## config.mk

```make
export PLATFORM = sky130hd
export DESIGN_NAME = vend_frame_deserializer_flat
export DESIGN_NICKNAME = d
export VERILOG_FILES = /design/src/rtl/vend_frame_deserializer_if.sv /design/src/rtl/vend_frame_deserializer.sv /design/src/flat_wrapper.sv
export SDC_FILE = /design/constraint.sdc
export NUM_CORES = 1
export LEC_CHECK = 0
export ABC_CLOCK_PERIOD_IN_PS = 1950
export BUFFER_PORTS_ARGS = -buffer_cell sky130_fd_sc_hd__buf_2
export CAP_MARGIN = 20
export CORE_MARGIN = 4
export CORE_UTILIZATION = 37
export DETAILED_ROUTE_END_ITERATION = 7
export SLEW_MARGIN = 25
export SYNTH_ARGS = -nofsm -noshare
export SYNTH_HDL_FRONTEND = slang
export SYNTH_SLANG_ARGS = --single-unit
export TNS_END_PERCENT = 30
```

## constraint.sdc

```tcl
create_clock -name clk -period 1.95 [get_ports clk]
set_input_delay 0 -clock clk [delete_from_list [all_inputs] [get_ports clk]]
set_output_delay 0 -clock clk [all_outputs]
set_load 0.02 [all_outputs]
```

## src/rtl/vend_frame_deserializer_if.sv

```systemverilog
// Handshake and status bundle between the vending frame deserializer and
// the logic around it: serial input side, holding-register output side and
// the frame status flags.
interface vend_frame_deserializer_if #(
   parameter int FIELD_W = 4
);
   logic               shift_en;
   logic               serial_in;
   logic               out_ready;
   logic               out_valid;
   logic [FIELD_W-1:0] item_code;
   logic [FIELD_W-1:0] price;
   logic               frame_err;
   logic               overrun;
   logic               busy;
   logic [4:0]         bit_count;

   // Environment side: upstream shifter plus display/payment consumer.
   modport master (
      output shift_en,
      output serial_in,
      output out_ready,
      input  out_valid,
      input  item_code,
      input  price,
      input  frame_err,
      input  overrun,
      input  busy,
      input  bit_count
   );

   // Deserializer side.
   modport slave (
      input  shift_en,
      input  serial_in,
      input  out_ready,
      output out_valid,
      output item_code,
      output price,
      output frame_err,
      output overrun,
      output busy,
      output bit_count
   );
endinterface

```

## src/rtl/vend_frame_deserializer.sv

```systemverilog
// Vending frame deserializer: rebuilds item code and price from a bit-serial
// frame (item, zero guard, price, zero trailer), rejects frames with nonzero
// pad bits, aborts a stalled partial frame after TIMEOUT idle cycles, and
// holds each good frame in a one-entry valid/ready register.
//
// state | meaning
// IDLE  | no frame in progress; first shift_en samples bit 0
// RECV  | frame partially received; bit_count bits captured so far
module vend_frame_deserializer #(
   parameter int FRAME_BITS = 20,
   parameter int FIELD_W    = 4,
   parameter int TIMEOUT    = 32
) (
   input logic                      clk,
   input logic                      clr,
   vend_frame_deserializer_if.slave bus
);

   // Only item, guard and price bits need storing; trailer bits are just checked.
   localparam int                CAP_W       = 3 * FIELD_W;
   localparam int                IDLE_W      = $clog2(TIMEOUT + 1);
   localparam logic [4:0]        LAST_IDX    = 5'(FRAME_BITS - 1);
   localparam logic [IDLE_W-1:0] TIMEOUT_CNT = IDLE_W'(TIMEOUT);

   typedef enum logic {
      IDLE = 1'b0,
      RECV = 1'b1
   } state_t;

   state_t             state_q;
   logic [4:0]         bit_count_q;
   logic [IDLE_W-1:0]  idle_cnt_q;
   logic [CAP_W-1:0]   shift_q;
   logic               pad_bad_q;
   logic               out_valid_q;
   logic [FIELD_W-1:0] item_q;
   logic [FIELD_W-1:0] price_q;
   logic               frame_err_q;
   logic               overrun_q;

   logic [CAP_W-1:0]   shift_d;
   logic               pad_d;
   logic               pad_idx;
   logic [IDLE_W-1:0]  idle_cnt_d;
   logic               hold_free;

   // Capture register with the bit on the wire merged in at its frame index,
   // so the completing edge sees the whole frame including its last bit.
   always_comb begin
      shift_d = shift_q;
      for (int i = 0; i < CAP_W; i++) begin
         if (bit_count_q == 5'(i)) begin
            shift_d[i] = bus.serial_in;
         end
      end
   end

   // Pad check and handshake/timeout helpers for the current cycle.
   always_comb begin
      pad_idx = ((bit_count_q >= 5'(FIELD_W)) && (bit_count_q < 5'(2 * FIELD_W)))
              || (bit_count_q >= 5'(CAP_W));
      pad_d      = pad_bad_q | (pad_idx & bus.serial_in);
      idle_cnt_d = idle_cnt_q + IDLE_W'(1);
      hold_free  = !out_valid_q || bus.out_ready;
   end

   // Frame FSM, bit counter, idle timer, holding register and status pulses.
   always_ff @(posedge clk) begin
      if (clr) begin
         state_q     <= IDLE;
         bit_count_q <= '0;
         idle_cnt_q  <= '0;
         shift_q     <= '0;
         pad_bad_q   <= 1'b0;
         out_valid_q <= 1'b0;
         item_q      <= '0;
         price_q     <= '0;
         frame_err_q <= 1'b0;
         overrun_q   <= 1'b0;
      end else begin
         frame_err_q <= 1'b0;
         overrun_q   <= 1'b0;
         if (out_valid_q && bus.out_ready) begin
            out_valid_q <= 1'b0;
         end
         case (state_q)
            IDLE: begin
               idle_cnt_q <= '0;
               if (bus.shift_en) begin
                  shift_q     <= shift_d;
                  pad_bad_q   <= 1'b0;
                  bit_count_q <= 5'd1;
                  state_q     <= RECV;
               end
            end
            RECV: begin
               if (bus.shift_en) begin
                  shift_q    <= shift_d;
                  idle_cnt_q <= '0;
                  if (bit_count_q == LAST_IDX) begin
                     state_q     <= IDLE;
                     bit_count_q <= '0;
                     pad_bad_q   <= 1'b0;
                     if (pad_d) begin
                        frame_err_q <= 1'b1;
                     end else if (hold_free) begin
                        out_valid_q <= 1'b1;
                        item_q      <= shift_d[FIELD_W-1:0];
                        price_q     <= shift_d[3*FIELD_W-1:2*FIELD_W];
                     end else begin
                        overrun_q <= 1'b1;
                     end
                  end else begin
                     bit_count_q <= bit_count_q + 5'd1;
                     pad_bad_q   <= pad_d;
                  end
               end else if (idle_cnt_d == TIMEOUT_CNT) begin
                  // Upstream stalled mid-frame: drop the partial frame.
                  frame_err_q <= 1'b1;
                  state_q     <= IDLE;
                  bit_count_q <= '0;
                  pad_bad_q   <= 1'b0;
                  idle_cnt_q  <= '0;
               end else begin
                  idle_cnt_q <= idle_cnt_d;
               end
            end
            default: begin
               state_q <= IDLE;
            end
         endcase
      end
   end

   assign bus.out_valid = out_valid_q;
   assign bus.item_code = item_q;
   assign bus.price     = price_q;
   assign bus.frame_err = frame_err_q;
   assign bus.overrun   = overrun_q;
   assign bus.busy      = (state_q == RECV);
   assign bus.bit_count = bit_count_q;

endmodule
```

## src/flat_wrapper.sv

```systemverilog
// flat-port wrapper written by rule: the top's interface ports become plain ports
module vend_frame_deserializer_flat 
#(
   parameter int FRAME_BITS = 20,
   parameter int FIELD_W    = 4,
   parameter int TIMEOUT    = 32
)
  (clk, clr, bus_shift_en, bus_serial_in, bus_out_ready, bus_out_valid, bus_item_code, bus_price, bus_frame_err, bus_overrun, bus_busy, bus_bit_count);
  vend_frame_deserializer_if #(.FIELD_W(FIELD_W)) bus_i ();
  input logic clk;
  input logic clr;
  input wire logic [$bits(bus_i.shift_en)-1:0] bus_shift_en;
  input wire logic [$bits(bus_i.serial_in)-1:0] bus_serial_in;
  input wire logic [$bits(bus_i.out_ready)-1:0] bus_out_ready;
  output wire logic [$bits(bus_i.out_valid)-1:0] bus_out_valid;
  output wire logic [$bits(bus_i.item_code)-1:0] bus_item_code;
  output wire logic [$bits(bus_i.price)-1:0] bus_price;
  output wire logic [$bits(bus_i.frame_err)-1:0] bus_frame_err;
  output wire logic [$bits(bus_i.overrun)-1:0] bus_overrun;
  output wire logic [$bits(bus_i.busy)-1:0] bus_busy;
  output wire logic [$bits(bus_i.bit_count)-1:0] bus_bit_count;
  assign bus_i.shift_en = bus_shift_en;
  assign bus_i.serial_in = bus_serial_in;
  assign bus_i.out_ready = bus_out_ready;
  assign bus_out_valid = bus_i.out_valid;
  assign bus_item_code = bus_i.item_code;
  assign bus_price = bus_i.price;
  assign bus_frame_err = bus_i.frame_err;
  assign bus_overrun = bus_i.overrun;
  assign bus_busy = bus_i.busy;
  assign bus_bit_count = bus_i.bit_count;
  vend_frame_deserializer #(.FRAME_BITS(FRAME_BITS), .FIELD_W(FIELD_W), .TIMEOUT(TIMEOUT)) u_core (.clk(clk), .clr(clr), .bus(bus_i));
endmodule
```

==> metrics, run 1 <==
status=completed; Max Cap Viol=0; placed cells=243; Seq/Total Area, Yosys=39.6%; Die Y=74.2 um; startpoint types=flip-flop; clock buffer depth=2; Avg WL per Cell=13.8 um; initial antenna violation count=0; worst r2r src=u_core.bus.bit_count[1]$_SDFFE_PP0P_; max-slew violation count=0; synth unique cells=45; CTS-repair resized insts=0; Syn Std Cell Area=0.00162 mm^2; fill count=411; CP Data Arrival Time=1890 ps; Post-Syn Nets=191; worst hold path class=primary input to flip-flop; routability cong.=0.879; # setup viols final=0; die area=0.00550 mm^2; Syn Inst Count=181; Total GRT Usage=13.6%; H-tree depth=2; largest net degree at the start of global routing=28; Pwr per Cell Area=749 mW/mm^2; P_leak=0.784 nW; via count=1362; setup bufs post-CTS=0; share of the core filled with cells=44.9%; area growth from synthesis to layout=14.2%; Yosys reg bits=32; DRT Pass-1 Iters=4; Chip Width=74.2 um; ANT cells=0; CTS buffer count=5; Setup CP Type=flip-flop to flip-flop; Worst-Margin Slew=684 ps; Min-Delay Endpoint=u_core.shift_q[2]$_SDFFE_PP0P_; vias in the first global route=1292; port bufs=21; row count=23; RSZ-0062 raised after global routing=no; post-route antenna net violation count=0; DR iter-0 viols=155; total gr overflow=0; R2R Setup Slk=250 ps; Placed Area=0.00174 mm^2; peak supply drop=394 uV; Final Critical Period=1700 ps; CTS tree=built; Hold Path Depth=3; Final Net Count=210; Starting Density=39.3%; Critical Path End Type=flip-flop; root buf cell=clkbuf_8; Slew headroom=54.4%; dpl hpwl=2.43 mm; Final Hold Viols=0; Total Wirelength=3.46 mm; Finished Cell Area=0.00185 mm^2; Clock Pin Slew Worst Setup and Hold Paths=70 ps; Post-CTS Hold Buffers=0; Worst-Skew Late Latency=280 ps; top achievable clock speed=589 MHz; CP Data Required Time=2140 ps; first-pass GRT wire length=5.81 mm; IO Count=22; skew final=8.29 ps; Register-to-Register Path Depth=6; clock sink count=32; Yosys Warn Count=0; Post-Syn Area per Cell=8.95 um^2; Via density=5.43; hold_sp=bus_serial_in; crit-path max FO=16; capturing point of the worst reg2reg path=u_core.bus.item_code[1]$_SDFFE_PP0P_; Core Area=0.00412 mm^2; ratio of cells with drive above 1 in the final layout=18.9%; Remaining DRCs=0; fin cells=251; Tcrit/Tclk final=87.1%; Final TNS setup=0 ps
==> worst max-delay path, stage by stage (launching register included) <==
cell	delay (ps)
dfxtp_1	400
ha_1	200
and4bb_1	230
and4_1	200
buf_4	210
a21oi_1	90
a311oi_1	280
==> power by group <==
part	switching, mW	internal, mW
combinational	0.0568	0.0293
sequential	0.00854	0.663
clock	0.249	0.378
total	0.314	1.07
==> Yosys cell counts, drive strengths merged <==
cell type | count | area [um^2]
dfxtp | 32 | 641
nor2 | 19 | 71.3
mux2i | 16 | 160
nand3 | 14 | 70.1
a21oi | 12 | 67.6
nand2 | 11 | 41.3
a311oi | 8 | 70.1
buf | 8 | 63.8
inv | 7 | 26.3
clkbuf | 6 | 22.5
ha | 5 | 62.6
o21ai | 5 | 25.0
nor3 | 4 | 20.0
a211oi | 3 | 22.5
a22oi | 2 | 15.0
and3 | 2 | 12.5
and4 | 2 | 17.5
o311ai | 2 | 17.5
xnor2 | 2 | 17.5
xor2 | 2 | 17.5
a21o | 1 | 7.51
a221oi | 1 | 8.76
a31o | 1 | 8.76
a31oi | 1 | 6.26
a41oi | 1 | 8.76
and4bb | 1 | 12.5
nand2b | 1 | 6.26
nand4 | 1 | 6.26
nand4bb | 1 | 11.3
nor2b | 1 | 6.26
nor3b | 1 | 12.5
nor4 | 1 | 6.26
o2111ai | 1 | 8.76
o211ai | 1 | 7.51
o22ai | 1 | 6.26
o2bb2ai | 1 | 8.76
o31ai | 1 | 7.51
o32ai | 1 | 8.76
o41ai | 1 | 8.76
==> layout make-up <==
class | instances | area, um^2 | area share (%)
inverter | 7 | 26.3 | 1.42
clock inverter | 3 | 42.5 | 2.30
clock buffer | 5 | 68.8 | 3.72
sequential | 32 | 641 | 34.6
timing repair buffer | 26 | 143 | 7.71
tap | 50 | 62.6 | 3.38
multi-input combinational | 128 | 866 | 46.8
==> worst max-delay path by stage <==
stage,slack (ps),endpoint,start,cells after the start
6_report,250,u_core.bus.item_code[1]$_SDFFE_PP0P_,u_core.bus.bit_count[1]$_SDFFE_PP0P_,6
5_1_grt,90,u_core.bus.item_code[1]$_SDFFE_PP0P_,u_core.bus.bit_count[1]$_SDFFE_PP0P_,6
4_1_cts,250,u_core.bus.item_code[1]$_SDFFE_PP0P_,u_core.bus.bit_count[1]$_SDFFE_PP0P_,6
3_5_place_dp,290,u_core.bus.price[3]$_SDFFE_PP0P_,u_core.bus.bit_count[1]$_SDFFE_PP0P_,6
3_3_place_gp,350,u_core.bus.price[0]$_SDFFE_PP0P_,u_core.bus.bit_count[3]$_SDFFE_PP0P_,4
2_1_floorplan,130,u_core.bus.price[1]$_SDFFE_PP0P_,u_core.bus.bit_count[1]$_SDFFE_PP0P_,8
==> routing by layer <==
layer	vias to the layer above	wire length (um)	global-route usage, %
met5	-	0	0
met3	2	189	4.05
met2	39	1520	20.8
met1	618	1740	17.9
met4	0	19	5.43
li1	703	-	-
==> placed cells by master, fill, tap and decap left out, types with 3 or more instances in the layout <==
cell,count
buf_4,5
dfxtp_1,32
nor3_1,4
clkbuf_8,5
a21oi_1,10
a211oi_1,3
inv_1,7
nand3_1,14
ha_1,5
o21ai_0,4
a311oi_1,8
buf_2,21
nor2_1,19
mux2i_1,16
nand2_1,11
==> logic make-up (layout without fill, tap and decap cells) <==
logic type | after synthesis | in the layout | synth area share, %
AND/OR/NAND/NOR | 59 | 59 | 18.2
AO/OA/AOI/OAI | 44 | 44 | 19.4
flip-flops | 32 | 32 | 39.6
buffers and inverters | 21 | 41 | 6.95
multiplexers | 16 | 16 | 9.89
adder cells (fa/ha/maj) | 5 | 5 | 3.86
XOR/XNOR | 4 | 4 | 2.16
==> per-stage QoR <==
step                      worst slack, ps  power (mW)  hold WS, ps
after floorplan                       130       0.747          248
after global placement                347       0.773          417
after detailed placement              286       0.773          418
after CTS                             250        1.40          145
after global routing                 90.5        1.44          165
final                                 252        1.38          143
==> flip-flops by register name, summed over array words and instances, names as in the netlist <==
signal and count:
u_core.bus.bit_count 5, u_core.bus.frame_err 1, u_core.bus.busy 1, u_core.bus.item_code 4, u_core.bus.price 4, u_core.bus.overrun 1, u_core.bus.out_valid 1, u_core.idle_cnt_q 6
u_core.shift_q 8, u_core.pad_bad_q 1
No activity file was read; power rests on OpenSTA's default activity.
==> inputs of run 2 (changes only) <==
--- a/constraint.sdc
+++ b/constraint.sdc
@@ -3,2 +3,2 @@
 set_output_delay 0 -clock clk [all_outputs]
-set_load 0.02 [all_outputs]
+set_load 0.1 [all_outputs]
==> run 2 against run 1 <==
  * Clock skew down 3.1 ps
  * Routed wire length rose by 5.3%
  * Global-route usage increased by 1.2 points
  * Clock-buffer cell count rose by 1
  * Highest routed layer unchanged
  * Cell area fell by 1.4%
  * Clock power down 24%
==> metrics, run 2 (same netlist as run 1, synthesis figures left out) <==
status=completed; clock share of power=38.1%; Worst Path Buf+Inv=0; Max Cap Viol=0; Sw Ratio=25.9%; largest net degree at the start of global routing=28; max-slew violation count=0; R2R Setup Slk=270 ps; root buf cell=clkbuf_8; vias in the first global route=1337; worst hold margin=135 ps; Total GRT Usage=14.8%; capturing point of the worst reg2reg path=u_core.bus.item_code[0]$_SDFFE_PP0P_; Seq pwr share=53.3%; clock buffer depth=2; area of the multi-input gates=867 um^2; via count=1372; post-route antenna net violation count=0; P_leak=0.769 nW; ratio of cells with drive above 1 in the final layout=20.6%; worst hold path class=primary input to flip-flop; fin cells=249; Final Hold Viols=0; Tcrit/Tclk final=86.4%; CP max-delay cell=and4_2; Avg WL per Cell=14.6 um; Worst-Margin Slew=660 ps; most frequent cells in the layout=27 x dfxtp_1, 21 x buf_2, 19 x nor2_1; top achievable clock speed=594 MHz; Chip Width=74.2 um; peak supply drop=322 uV; clock sink count=32; Total Wirelength=3.65 mm; # setup viols final=0; Comb power frac=8.6%; placed cells=242; skew final=5.14 ps; crit-path cells=ha_1 -> and4bb_1 -> and4_2 -> a21oi_1 -> a311oi_1; crit-path max FO=13; worst r2r src=u_core.bus.bit_count[1]$_SDFFE_PP0P_; DRT Pass-1 Iters=4; ANT cells=0; dpl hpwl=2.62 mm; Setup CP Type=flip-flop to flip-flop; port bufs=21; total gr overflow=0; RSZ-0062 raised after global routing=no; first-pass GRT wire length=6.22 mm; Worst-Skew Late Latency=290 ps; CTS buffer count=5; crit path from=u_core.bus.bit_count[1]$_SDFFE_PP0P_; initial antenna violation count=0; setup bufs post-CTS=0; Pwr per Cell Area=690 mW/mm^2; Final Net Count=209; Starting Density=39.3%; CTS tree=built; row count=23; Via density=5.51; crit-path max cell delay=420 ps; Die Y=74.2 um; CP Data Arrival Time=1870 ps; Final Critical Period=1680 ps; CP Data Required Time=2140 ps; Core Area=0.00412 mm^2; share of the core filled with cells=44.3%; Critical Path End Type=flip-flop; Internal=931 uW; max FFs per register=8; die area=0.00550 mm^2; Switch Pwr=326 uW; IO Count=22; H-tree depth=2; Final TNS setup=0 ps; DR iter-0 viols=105; fill count=422; Clock Pin Slew Worst Setup and Hold Paths=70 ps; commonest non-fill, non-tap cell in the layout=dfxtp_1; Top delay family on crit path=simple AND/OR/NAND/NOR gates; Worst path depth=5; Register-to-Register Path Depth=5; Register Area=654 um^2; area growth from synthesis to layout=12.6%; routability cong.=0.843; Slew headroom=56.0%; Critical Path End=u_core.bus.item_code[0]$_SDFFE_PP0P_; Top reg by flops=u_core.shift_q; startpoint types=flip-flop; Remaining DRCs=0
run 2: stage by stage:
stage          setup slack [ps]  cell area [um^2]  total power, mW
4_1_cts                     146              1820             1.27
3_3_place_gp                264              1740            0.792
3_5_place_dp                163              1740            0.793
5_1_grt                     110              1820             1.31
2_1_floorplan              22.7              1630            0.769
6_report                    266              1820             1.26
run 2: cell type report:
type | instances | share of cell area, %
clock buffer | 6 | 3.98
clock inverter | 1 | 0.275
inverter | 7 | 1.44
multi-input combinational | 128 | 47.6
sequential | 32 | 35.9
tap | 50 | 3.43
timing repair buffer | 25 | 7.41
run 2: timing repair:
item,CTS,global route
endpoints found under the setup margin,0,2
gates resized for setup,0,1
hold buffers,0,0
run 2: worst min path at each step:
stage          depth (start not counted)     startpoint  slack [ps]                               end
6_report                               3  bus_serial_in         140   u_core.shift_q[11]$_SDFFE_PP0P_
5_1_grt                                3  bus_serial_in         150   u_core.shift_q[11]$_SDFFE_PP0P_
4_1_cts                                3  bus_serial_in         130    u_core.shift_q[0]$_SDFFE_PP0P_
3_5_place_dp                           3  bus_serial_in         430    u_core.shift_q[0]$_SDFFE_PP0P_
3_3_place_gp                           3  bus_serial_in         420    u_core.shift_q[0]$_SDFFE_PP0P_
2_1_floorplan                          2  bus_serial_in         250  u_core.bus.price[3]$_SDFFE_PP0P_
run 2: per-layer routing:
metal | part of all wire (%) | routed length (um) | track usage, % | vias to the layer above
li1 | - | - | - | 700
met1 | 45 | 1640 | 18.6 | 636
met2 | 47 | 1720 | 23.1 | 29
met3 | 5.8 | 211 | 4.59 | 7
met4 | 2.0 | 72 | 6.84 | 0
met5 | 0 | 0 | 0 | -
run 2: power groups by stage:
stage               Sequential, mW  Combinational, mW  Clock, mW
CTS                          0.670              0.109      0.495
global placement             0.684              0.108          0
finish                       0.670              0.108      0.479
global route                 0.671              0.119      0.518
floorplan                    0.712             0.0565          0
detailed placement           0.685              0.109          0
run 2: worst min-delay path: stages:
cell	delay (ps)
buf_2	180
mux2i_1	150
nor2_1	50
==> inputs of run 3 (changes only) <==
CTS_BUF_LIST = sky130_fd_sc_hd__clkbuf_8   (was default)
==> run 3 against run 2 <==
  * Via count about the same
  * Clock power down 1%
  * Worst setup slack hardly changed
  * Core utilization is the same
  * Critical path depth unchanged
  * Highest routed layer unchanged
==> metrics, run 3 (same netlist as run 1, synthesis figures left out) <==
Min-Delay Endpoint=u_core.shift_q[11]$_SDFFE_PP0P_; top achievable clock speed=594 MHz; clock buffer depth=2; fill count=422; IO Count=22; vias in the first global route=1337; Internal=926 uW; ANT cells=0; root buf cell=clkbuf_8; capturing point of the worst reg2reg path=u_core.bus.item_code[0]$_SDFFE_PP0P_; Remaining DRCs=0; total gr overflow=0; met1 wire length=1.64 mm; worst hold path class=primary input to flip-flop; startpoint types=flip-flop; largest net degree at the start of global routing=28; ratio of cells with drive above 1 in the final layout=20.6%; Max Cap Viol=0; R2R Setup Slk=270 ps; setup bufs post-CTS=0; Total GRT Usage=14.8%; DRT Pass-1 Iters=4; Slew headroom=56.0%; Final Critical Period=1680 ps; Avg WL per Cell=14.6 um; Die Y=74.2 um; Setup CP Type=flip-flop to flip-flop; Post-CTS Hold Buffers=0; clock share of power=37.9%; Switch Pwr=327 uW; commonest non-fill, non-tap cell in the layout=dfxtp_1; Starting Density=39.3%; most frequent cells in the layout=27 x dfxtp_1, 21 x buf_2, 19 x nor2_1; P_leak=0.774 nW; skew final=5.14 ps; Clock Pin Slew Worst Setup and Hold Paths=70 ps; routability cong.=0.843; max FFs per register=8; clock sink count=32; Critical Path End Type=flip-flop; area growth from synthesis to layout=12.6%; Core Area=0.00412 mm^2; status=completed; Chip Width=74.2 um; via count=1371; CTS tree=built; Worst-Skew Late Latency=290 ps; Hold Path Depth=3; Via density=5.51; Post-Place Worst Slack=163 ps; Top Metal Used=met4; setup ws final=266 ps; Tcrit/Tclk final=86.4%; initial antenna violation count=0; Total Wirelength=3.65 mm; Comb power frac=8.7%; Worst-Margin Slew=660 ps; crit-path max FO=13; peak supply drop=310 uV; Final Net Count=209; Top reg by flops=u_core.shift_q; Power Total=1.25 mW; hold_sp=bus_serial_in; DR iter-0 viols=106; Register-to-Register Path Depth=5; Final TNS setup=0 ps; Sw Ratio=26.1%; CP Data Required Time=2140 ps; worst r2r src=u_core.bus.bit_count[1]$_SDFFE_PP0P_; Routed met3 length=211 um; max-slew violation count=0; CTS buffer count=5; dpl hpwl=2.62 mm; Seq pwr share=53.5%; die area=0.00550 mm^2; CP Data Arrival Time=1870 ps; met2 WL=1.72 mm; first-pass GRT wire length=6.22 mm; RSZ-0062 raised after global routing=no; Pwr per Cell Area=687 mW/mm^2; Final Hold Viols=0; H-tree depth=2; row count=23; port bufs=21; post-route antenna net violation count=0; CTS-repair resized insts=0; # setup viols final=0
## run 3: changes by cell type in the layout (fill, tap and decap cells not counted), sizes merged
cell and delta:
clkbuf -1, inv +1
## run 3: per-stage QoR
stage | cell area (um^2) | cells | utilization [%] | hold WS, ps
2_1_floorplan | 1630 | 181 | - | 248
3_3_place_gp | 1740 | 242 | 42.4 | 424
3_5_place_dp | 1740 | 242 | 42.4 | 433
4_1_cts | 1820 | 249 | 44.3 | 129
5_1_grt | 1820 | 249 | 44.3 | 145
6_report | 1820 | 249 | 44.3 | 135
## run 3: critical path, stage by stage (launching register included)
cell	delay [ps]
dfxtp_4	360
ha_1	160
and4bb_1	240
and4_2	420
a21oi_1	120
a311oi_1	290
## run 3: worst max-delay path by stage
stage	from	end	cells past startpoint
2_1_floorplan	u_core.bus.bit_count[1]$_SDFFE_PP0P_	u_core.bus.price[1]$_SDFFE_PP0P_	8
3_3_place_gp	u_core.bus.bit_count[0]$_SDFFE_PP0P_	u_core.bus.price[0]$_SDFFE_PP0P_	5
3_5_place_dp	u_core.bus.bit_count[1]$_SDFFE_PP0P_	u_core.bus.item_code[2]$_SDFFE_PP0P_	5
4_1_cts	u_core.bus.bit_count[1]$_SDFFE_PP0P_	u_core.bus.item_code[2]$_SDFFE_PP0P_	5
5_1_grt	u_core.bus.bit_count[1]$_SDFFE_PP0P_	u_core.bus.price[1]$_SDFFE_PP0P_	5
6_report	u_core.bus.bit_count[1]$_SDFFE_PP0P_	u_core.bus.item_code[0]$_SDFFE_PP0P_	5
## run 3: layout make-up
type                       instances  area [um^2]  share of cell area (%)
clock inverter                     2         8.76                   0.480
tap                               50         62.6                    3.43
sequential                        32          654                    35.9
multi-input combinational        128          867                    47.6
inverter                           7         26.3                    1.44
timing repair buffer              25          135                    7.41
clock buffer                       5         68.8                    3.77
## run 3: routing by layer
metal	GRT usage [%]	vias to the layer above
li1	-	700
met1	18.6	635
met2	23.1	29
met3	4.59	7
met4	6.84	0
met5	0	-
## run 3: power by group through the flow
stage	Clock, mW	Sequential, mW	Combinational (mW)
5_1_grt	0.513	0.671	0.119
3_3_place_gp	0	0.684	0.108
3_5_place_dp	0	0.685	0.109
2_1_floorplan	0	0.712	0.0565
6_report	0.474	0.670	0.108
4_1_cts	0.490	0.670	0.109
